==> config.mk <==
export PLATFORM = sky130hd
export DESIGN_NAME = fifo_burst_reader
export DESIGN_NICKNAME = d
export VERILOG_FILES = /design/src/rtl/fifo_burst_reader.sv
export SDC_FILE = /design/constraint.sdc
export NUM_CORES = 1
export LEC_CHECK = 0
export ABC_AREA = 1
export CORE_MARGIN = 2
export CORE_UTILIZATION = 49
export DETAILED_ROUTE_END_ITERATION = 12
export GPL_TIMING_DRIVEN = 0
export HOLD_SLACK_MARGIN = 0.05
export PLACE_DENSITY = 0.8
export SLEW_MARGIN = 30
export SYNTH_ARGS = -nofsm -noshare
export SYNTH_HDL_FRONTEND = slang
export SYNTH_SLANG_ARGS = --single-unit
export TNS_END_PERCENT = 1
==> constraint.sdc <==
create_clock -name clk -period 2 [get_ports clk]
set_input_delay 0.2 -clock clk [delete_from_list [all_inputs] [get_ports clk]]
set_output_delay 0.2 -clock clk [all_outputs]
set_load 0.005 [all_outputs]
==> src/rtl/fifo_burst_reader.sv <==
// fifo_burst_reader: read-side master for a 1-cycle-latency FIFO.
// A start pulse requests a burst of burst_len words. The words are read from the
// FIFO, held in a 2-entry skid buffer, and forwarded on a valid/ready stream.
// done pulses for one cycle after the last word has been accepted downstream.
// Optional feature: define FIFO_BURST_READER_CHECKSUM_EN to add a `checksum`
// output holding the running XOR of the words delivered in the current burst.
module fifo_burst_reader #(
    parameter int DATA_WIDTH = 16,
    parameter int LEN_WIDTH  = 8
) (
    input  logic                  clk,
    input  logic                  rst,
    input  logic                  start,
    input  logic [LEN_WIDTH-1:0]  burst_len,
    input  logic                  fifo_empty,
    input  logic [DATA_WIDTH-1:0] fifo_data_out,
    output logic                  fifo_read,
    output logic [DATA_WIDTH-1:0] out_data,
    output logic                  out_valid,
    input  logic                  out_ready,
    output logic                  busy,
    output logic                  done,
    output logic [LEN_WIDTH-1:0]  word_cnt
`ifdef FIFO_BURST_READER_CHECKSUM_EN
    ,
    output logic [DATA_WIDTH-1:0] checksum
`endif
);

    typedef enum logic [1:0] {
        S_IDLE  = 2'd0,
        S_RUN   = 2'd1,
        S_DRAIN = 2'd2,
        S_DONE  = 2'd3
    } state_t;

    state_t                state_reg;
    logic [LEN_WIDTH-1:0]  len_reg;
    logic [LEN_WIDTH-1:0]  issued_reg;
    logic [LEN_WIDTH-1:0]  word_cnt_reg;
    logic                  busy_reg;
    logic                  done_reg;
    logic                  inflight_reg;
    logic [1:0]            buf_cnt_reg;
    logic [DATA_WIDTH-1:0] head_reg;
    logic [DATA_WIDTH-1:0] tail_reg;
    logic [2:0]            occupancy;
    logic                  xfer;
    logic                  start_ok;
    logic                  rd_en;

    assign out_valid = (buf_cnt_reg != 2'd0);
    assign out_data  = head_reg;
    assign xfer      = out_valid && out_ready;
    assign busy      = busy_reg;
    assign done      = done_reg;
    assign word_cnt  = word_cnt_reg;
    assign start_ok  = (state_reg == S_IDLE) && start && (burst_len != '0);

    // Words held or about to land in the skid buffer; the read in flight
    // already owns a slot, so it is counted here.
    assign occupancy = {1'b0, buf_cnt_reg} + {2'b00, inflight_reg};

    // Read issue: never on an empty FIFO, never past len, and only when a slot
    // is free now or is being freed by a downstream transfer this cycle.
    always_comb begin
        rd_en = 1'b0;
        if (state_reg == S_RUN && !fifo_empty && issued_reg < len_reg) begin
            if (occupancy < 3'd2) begin
                rd_en = 1'b1;
            end else if (occupancy == 3'd2 && xfer) begin
                rd_en = 1'b1;
            end
        end
    end

    assign fifo_read = rd_en;

    // Read tracking: in-flight flag mirrors last cycle's strobe, issued counts strobes.
    always_ff @(posedge clk or negedge rst) begin
        if (!rst) begin
            inflight_reg <= 1'b0;
            issued_reg   <= '0;
        end else begin
            inflight_reg <= rd_en;
            if (start_ok) begin
                issued_reg <= '0;
            end else if (rd_en) begin
                issued_reg <= issued_reg + 1'b1;
            end
        end
    end

    // Skid buffer: head is always the oldest word; write and pop may coincide.
    always_ff @(posedge clk or negedge rst) begin
        if (!rst) begin
            head_reg    <= '0;
            tail_reg    <= '0;
            buf_cnt_reg <= 2'd0;
        end else begin
            case ({inflight_reg, xfer})
                2'b10: begin
                    if (buf_cnt_reg == 2'd0) begin
                        head_reg <= fifo_data_out;
                    end else begin
                        tail_reg <= fifo_data_out;
                    end
                    buf_cnt_reg <= buf_cnt_reg + 2'd1;
                end
                2'b01: begin
                    head_reg    <= tail_reg;
                    buf_cnt_reg <= buf_cnt_reg - 2'd1;
                end
                2'b11: begin
                    if (buf_cnt_reg == 2'd1) begin
                        head_reg <= fifo_data_out;
                    end else begin
                        head_reg <= tail_reg;
                        tail_reg <= fifo_data_out;
                    end
                end
                default: begin
                end
            endcase
        end
    end

`ifdef FIFO_BURST_READER_CHECKSUM_EN
    logic [DATA_WIDTH-1:0] checksum_reg;

    assign checksum = checksum_reg;

    // Running XOR of delivered words; frozen once the burst has drained.
    always_ff @(posedge clk or negedge rst) begin
        if (!rst) begin
            checksum_reg <= '0;
        end else if (start_ok) begin
            checksum_reg <= '0;
        end else if (xfer) begin
            checksum_reg <= checksum_reg ^ head_reg;
        end
    end
`endif

    // Burst control FSM with registered busy/done and delivered-word counter.
    always_ff @(posedge clk or negedge rst) begin
        if (!rst) begin
            state_reg    <= S_IDLE;
            len_reg      <= '0;
            word_cnt_reg <= '0;
            busy_reg     <= 1'b0;
            done_reg     <= 1'b0;
        end else begin
            if (xfer && word_cnt_reg != len_reg) begin
                word_cnt_reg <= word_cnt_reg + 1'b1;
            end
            case (state_reg)
                S_IDLE: begin
                    done_reg <= 1'b0;
                    if (start_ok) begin
                        len_reg      <= burst_len;
                        word_cnt_reg <= '0;
                        busy_reg     <= 1'b1;
                        state_reg    <= S_RUN;
                    end
                end
                S_RUN: begin
                    if (issued_reg == len_reg) begin
                        state_reg <= S_DRAIN;
                    end
                end
                S_DRAIN: begin
                    if (word_cnt_reg == len_reg && buf_cnt_reg == 2'd0) begin
                        busy_reg  <= 1'b0;
                        done_reg  <= 1'b1;
                        state_reg <= S_DONE;
                    end
                end
                S_DONE: begin
                    done_reg  <= 1'b0;
                    state_reg <= S_IDLE;
                end
                default: begin
                    busy_reg  <= 1'b0;
                    done_reg  <= 1'b0;
                    state_reg <= S_IDLE;
                end
            endcase
        end
    end

endmodule
==> results.cfg, run 1 <==
[status]
status = finished with violations
violations = negative setup slack

[timing]
hold_viol = 0
relSlewSlack = 0.7146
rsz0062_at_grt = yes
setup_viol = 1
setup_ws_ns = -0.07312
worstMarginPinSlew_ns = 0.4280
period_needed_ns = 2.073
fmax_ghz = 0.4824
timing.final.crit_share = 1.037
drv_slew = 0
skew_ns = 0.007726

[worst_setup_path]
cp_cell_sequence = ha_2, inv_2, ha_4, nand3b_1, o21bai_1, and2_4, nand2_8, inv_4, buf_6
critPathSlowestCell = dfrtp_1
crit_path_max_fanout = 4
critical_path_class = reg2out
max_stage_delay_ns = 0.40
ff2ff_setup_slack_ns = 0.06
crit_path_end_kind = output pin
cp.required_ns = 1.80
critPathArrivalTime_ns = 1.87
startpoint_type = register

[placed_design]
placed_cells = 571
place.gp.congestion = 0.8573
dpl_cell_area_um2 = 4285
portBuffers = 56
dp_hpwl_mm = 5.754

[layout]
stdcell_area_um2 = 4652
nets = 544
area_growth_pct = 30.09
drive_above_1_share = 0.1663
diodes = 0
instances_no_fill = 598
final_util = 0.6483

[floorplan]
die_w_um = 89.43
floorplan.core_area_um2 = 7176
die_area_um2 = 7997
ios = 57
start_util = 0.4983
rows = 31
die_h_um = 89.43

[route]
routed_wl_mm = 8.083
wire_per_inst_um = 13.52
drcViolationCount = 0
ant_nets = 0
drt_iter0_drc = 126
drt-vias-per-instance = 5.052
num_vias = 3021
firstDrtPassIters = 4

[clock_network]
cts.clk_slew.worst_paths_ns = 0.07
cts_buffers = 9
clockBufferDepth = 2
h-tree-depth = 3
cts_tree = built
root_buffer = clkbuf_8
clkLatencyLatePin_ns = 0.34
cts.sinks = 63

[grt]
grt_pass1_wl_mm = 12.90
globalRoute.totalOverflow = 0
grt_util_all_layers = 0.2120
grt_pass1_vias = 2867
antenna_found_initial = 0
grt_start_max_net_pins = 36

[power]
leakagePower_nw = 2.284
power_w = 0.006172
power.density_nw_per_um2 = 1327
irDropWorstVdd_uv = 654.0

[synthesis]
synth-main-ff-cell = dfrtp_1
synth_edf_count = 0
synthCells = 415
syn_nets = 465
synth.most_common_cell = nand2_1
synth_area_per_cell_um2 = 8.617
ys_warn_count = 0
ys_top_cells_by_count = 91 x nand2_1, 68 x inv_1, 63 x dfrtp_1
syn_area_um2 = 3576
synthArstFlopShare = 1.000
yosys-top-cells-area = dfrtp_1 44%, nand2_1 9.6%, ha_1 7.3%, inv_1 7.1%, nand3_1 4.3%
synth_top_area_share = 0.4409
synth_cell_type_count = 30
yosys.area.top_type = dfrtp_1
ys_ff_latch = 63
ys_seq_area_frac = 0.4409

[hold_path]
hold_class = in2async

[run]
max-cap-violations = 0
==> layout by cell type (no fill, tap or decap), types with 4 or more instances in the layout <==
master and n:
nand3_1 31, xnor2_1 8, dfrtp_1 63, o22ai_1 16
buf_2 4, inv_1 65, mux2_4 10, xor2_1 8
o21ai_1 19, clkdlybuf4s50_1 54, nor2_1 14, buf_6 4
clkbuf_8 11, ha_1 16, o21ai_0 9, a21oi_1 12
nand2_1 91, buf_4 13, inv_2 5, mux2_2 6
==> through the flow <==
step	setup slack, ns	TNS [ns]	hold WS (ns)
finish	-0.07312	-0.07312	0.3190
CTS	-0.06089	-0.06089	0.3271
floorplan	0.001786	0	-0.09559
global route	-0.1740	-0.5448	0.3500
global placement	-1.321	-86.67	0.4634
detailed placement	-0.3029	-5.063	0.1485
==> layer usage <==
metal | vias to the layer above | wire length, um | GRT usage
met4 | 0 | 178 | 0.1085
met1 | 1433 | 3527 | 0.2669
li1 | 1487 | - | -
met3 | 17 | 340 | 0.04247
met5 | - | 0 | 0
met2 | 84 | 4037 | 0.3461
==> kinds of logic after synthesis <==
kind of cell	synth area share
simple gates	0.1914
buf+inv	0.09517
flops	0.4409
compound gates	0.09903
fa+ha+maj	0.07348
xor+xnor	0.03919
mux	0.06088
==> power breakdown <==
part	internal, W	leakage (nW)	switching, W
sequential	0.00177	0.804	0.000313
combinational	0.00155	1.39	0.00152
clock	0.000512	0.0873	0.000508
total	0.00383	2.28	0.00234
==> final timing paths <==
path                                  start      endpoint  cells past startpoint
max reg2reg                  buf_cnt_reg[1]  out_data[11]                     10
min in group clk           fifo_data_out[6]   tail_reg[6]                      3
min                                     rst  out_data[14]                      2
max in group asynchronous               rst  state_reg[0]                      3
max                          buf_cnt_reg[0]     fifo_read                      9
min reg2reg                            done          done                      2
==> final cells by class <==
class | count | area, um2
tap | 99 | 123.9
multi-input combinational | 268 | 1727
sequential | 63 | 1577
buffer | 11 | 80.08
clock inverter | 5 | 32.53
clock buffer | 11 | 151.4
fill | 569 | 2524
timing repair buffer | 68 | 676.9
inverter | 73 | 284.0
==> critical path, delay by kind of cell (launching register included) <==
family	cells	cell delay [ns]
adders and majority gates	2	0.47
DFF	1	0.40
and+or+nand+nor	3	0.32
buffers and inverters	3	0.19
AOI/OAI and AO/OA	1	0.16
==> timing repair <==
item	in CTS	in global routing
pin swaps	6	5
endpoints found under the setup margin	33	33
resized for setup	19	11
endpoints found under the hold margin	28	0
hold buffers	1	0
buffers inserted	8	2
Note: power is estimated with default switching activity, not from simulation.
==> run 2: changes to the inputs <==
- TNS_END_PERCENT: 1 -> default
==> run 2 against run 1 <==
The run still ends with negative setup slack left. Combinational power up 3%. Critical path depth unchanged. Clock skew up 0.0024 ns. Final cell count up 0.84%. Sequential share of layout area down 0.36 points. Utilization up 0.70 points. Largest cell class unchanged. First-iteration DRC count down 10%. Sequential power about the same. Via count up 0.23%.
==> results.cfg, run 2 (synthesized netlist as in run 1, its figures left out) <==
[route]
dr_wl_met3_um = 313
wirelength_met1_mm = 3.538
num_vias = 3028
wire_per_inst_um = 13.65
firstDrtPassIters = 4
ant_nets = 0
drcViolationCount = 0
dr.max_layer_used = met4
routed_wl_mm = 8.228
dr_wl_met2_mm = 4.178
drt_iter0_drc = 113
drt-vias-per-instance = 5.022

[grt]
grt_util_all_layers = 0.2153
globalRoute.totalOverflow = 0
grt_pass1_wl_mm = 13.12
antenna_found_initial = 0
grt_pass1_vias = 2890
grt_start_max_net_pins = 36

[run]
max-cap-violations = 0

[worst_setup_path]
crit_path_max_fanout = 4
startpoint_type = register
critical_path_class = reg2out
critPathSlowestCell = dfrtp_1
max_stage_delay_ns = 0.39
critPathArrivalTime_ns = 1.82
cp.required_ns = 1.80
crit_path_end_kind = output pin
cp_cell_sequence = ha_2, inv_2, ha_4, nand3b_1, o21bai_1, and2_4, nand2_8, inv_4, buf_6
reg2reg_depth = 12

[layout]
diodes = 0
register_area_um2 = 1577
final_util = 0.6553
final_common_cell = nand2_1
nets = 549
multi_input_area_um2 = 1734
area_growth_pct = 31.49
drive_above_1_share = 0.1746
final_cell_mix = 91 x nand2_1, 65 x inv_1, 63 x dfrtp_1
fillCellCount = 552

[floorplan]
start_util = 0.4983
rows = 31
floorplan.core_area_um2 = 7176
die_h_um = 89.43
die_area_um2 = 7997
die_w_um = 89.43
ios = 57

[timing]
setup_ws_ns = -0.02019
timing.final.crit_share = 1.010
worstMarginPinSlew_ns = 0.4272
period_needed_ns = 2.020
fmax_ghz = 0.4950
setup_viol = 1
hold_viol = 0
skew_ns = 0.01014
rsz0062_at_grt = yes
relSlewSlack = 0.7152
drv_slew = 0

[status]
violations = negative setup slack
status = finished with violations

[clock_network]
root_buffer = clkbuf_8
clockBufferDepth = 2
cts_buffers = 9
clkLatencyLatePin_ns = 0.34
h-tree-depth = 3
cts.clk_slew.worst_paths_ns = 0.08
cts.sinks = 63
cts_tree = built

[power]
irDropWorstVdd_uv = 651.6
power.density_nw_per_um2 = 1330
leakagePower_nw = 2.310

[placed_design]
portBuffers = 56
place_ws_ns = -0.3029
dp_hpwl_mm = 5.754
place.gp.congestion = 0.8573

[hold_path]
hold_class = in2async
==> run 2: cell count changes in the layout (fill, tap and decap cells not counted), sizes merged <==
| cell | change |
|---|---|
| buf | +3 |
| clkbuf | +1 |
| clkdlybuf4s15 | +1 |
==> run 2: where the power goes <==
| part | leakage [nW] | switching [W] | total [W] | internal [W] |
|---|---|---|---|---|
| sequential | 0.804 | 0.000317 | 0.00209 | 0.00177 |
| combinational | 1.42 | 0.00155 | 0.00315 | 0.00160 |
| clock | 0.0873 | 0.000504 | 0.00102 | 0.000512 |
==> run 2: layer usage <==
metal	up-vias	global-route usage
li1	1496	-
met1	1429	0.2722
met2	84	0.3542
met3	19	0.04155
met4	0	0.1045
met5	-	0
==> run 2: worst paths after layout <==
check                               end  slack, ns        startpoint
max                           fifo_read      -0.02    buf_cnt_reg[0]
max reg2reg                 tail_reg[8]       0.08    buf_cnt_reg[1]
min in group clk            tail_reg[6]       0.44  fifo_data_out[6]
min                         out_data[2]       0.33               rst
min reg2reg                        done       0.48              done
max in group asynchronous  state_reg[0]       1.16               rst
==> run 2: metrics by stage <==
| step | power, W | hold WS (ns) | setup TNS, ns | instances | instance area, um2 |
|---|---|---|---|---|---|
| global placement | 0.004729 | 0.4634 | -86.67 | 570 | 4268 |
| detailed placement | 0.004882 | 0.1485 | -5.063 | 571 | 4285 |
| floorplan | 0.003889 | -0.09559 | 0 | 415 | 3583 |
| CTS | 0.006164 | 0.3271 | -0.06089 | 600 | 4634 |
| global route | 0.006763 | 0.3554 | -0.1928 | 603 | 4702 |
| finish | 0.006253 | 0.3251 | -0.02019 | 603 | 4702 |
==> run 2: area by class of cell <==
cell class,instances,share of cell area
clock buffers,11,0.03220
plain buffers,11,0.01703
clock inverters,5,0.006919
multi-input cells,268,0.3688
well taps,99,0.02634
inverters,73,0.05987
flip-flops and latches,63,0.3353
repair buffers,73,0.1535
==> run 2: worst max-delay path: cells and delay by family, from the launching register on <==
kind	cells	cell delay [ns]
flip-flops	1	0.39
buffers and inverters	3	0.19
AND/OR/NAND/NOR	3	0.31
AO/OA/AOI/OAI	1	0.15
adder cells (fa/ha/maj)	2	0.45
==> run 2: what timing repair did <==
action / in CTS / in global routing
gates cloned: 1 / 1
buffers inserted: 11 / 2
hold buffers: 1 / 0
endpoints found under the hold margin: 28 / 0
setup endpoints to repair: 33 / 34
gates resized for setup: 18 / 13
pin swaps: 6 / 5
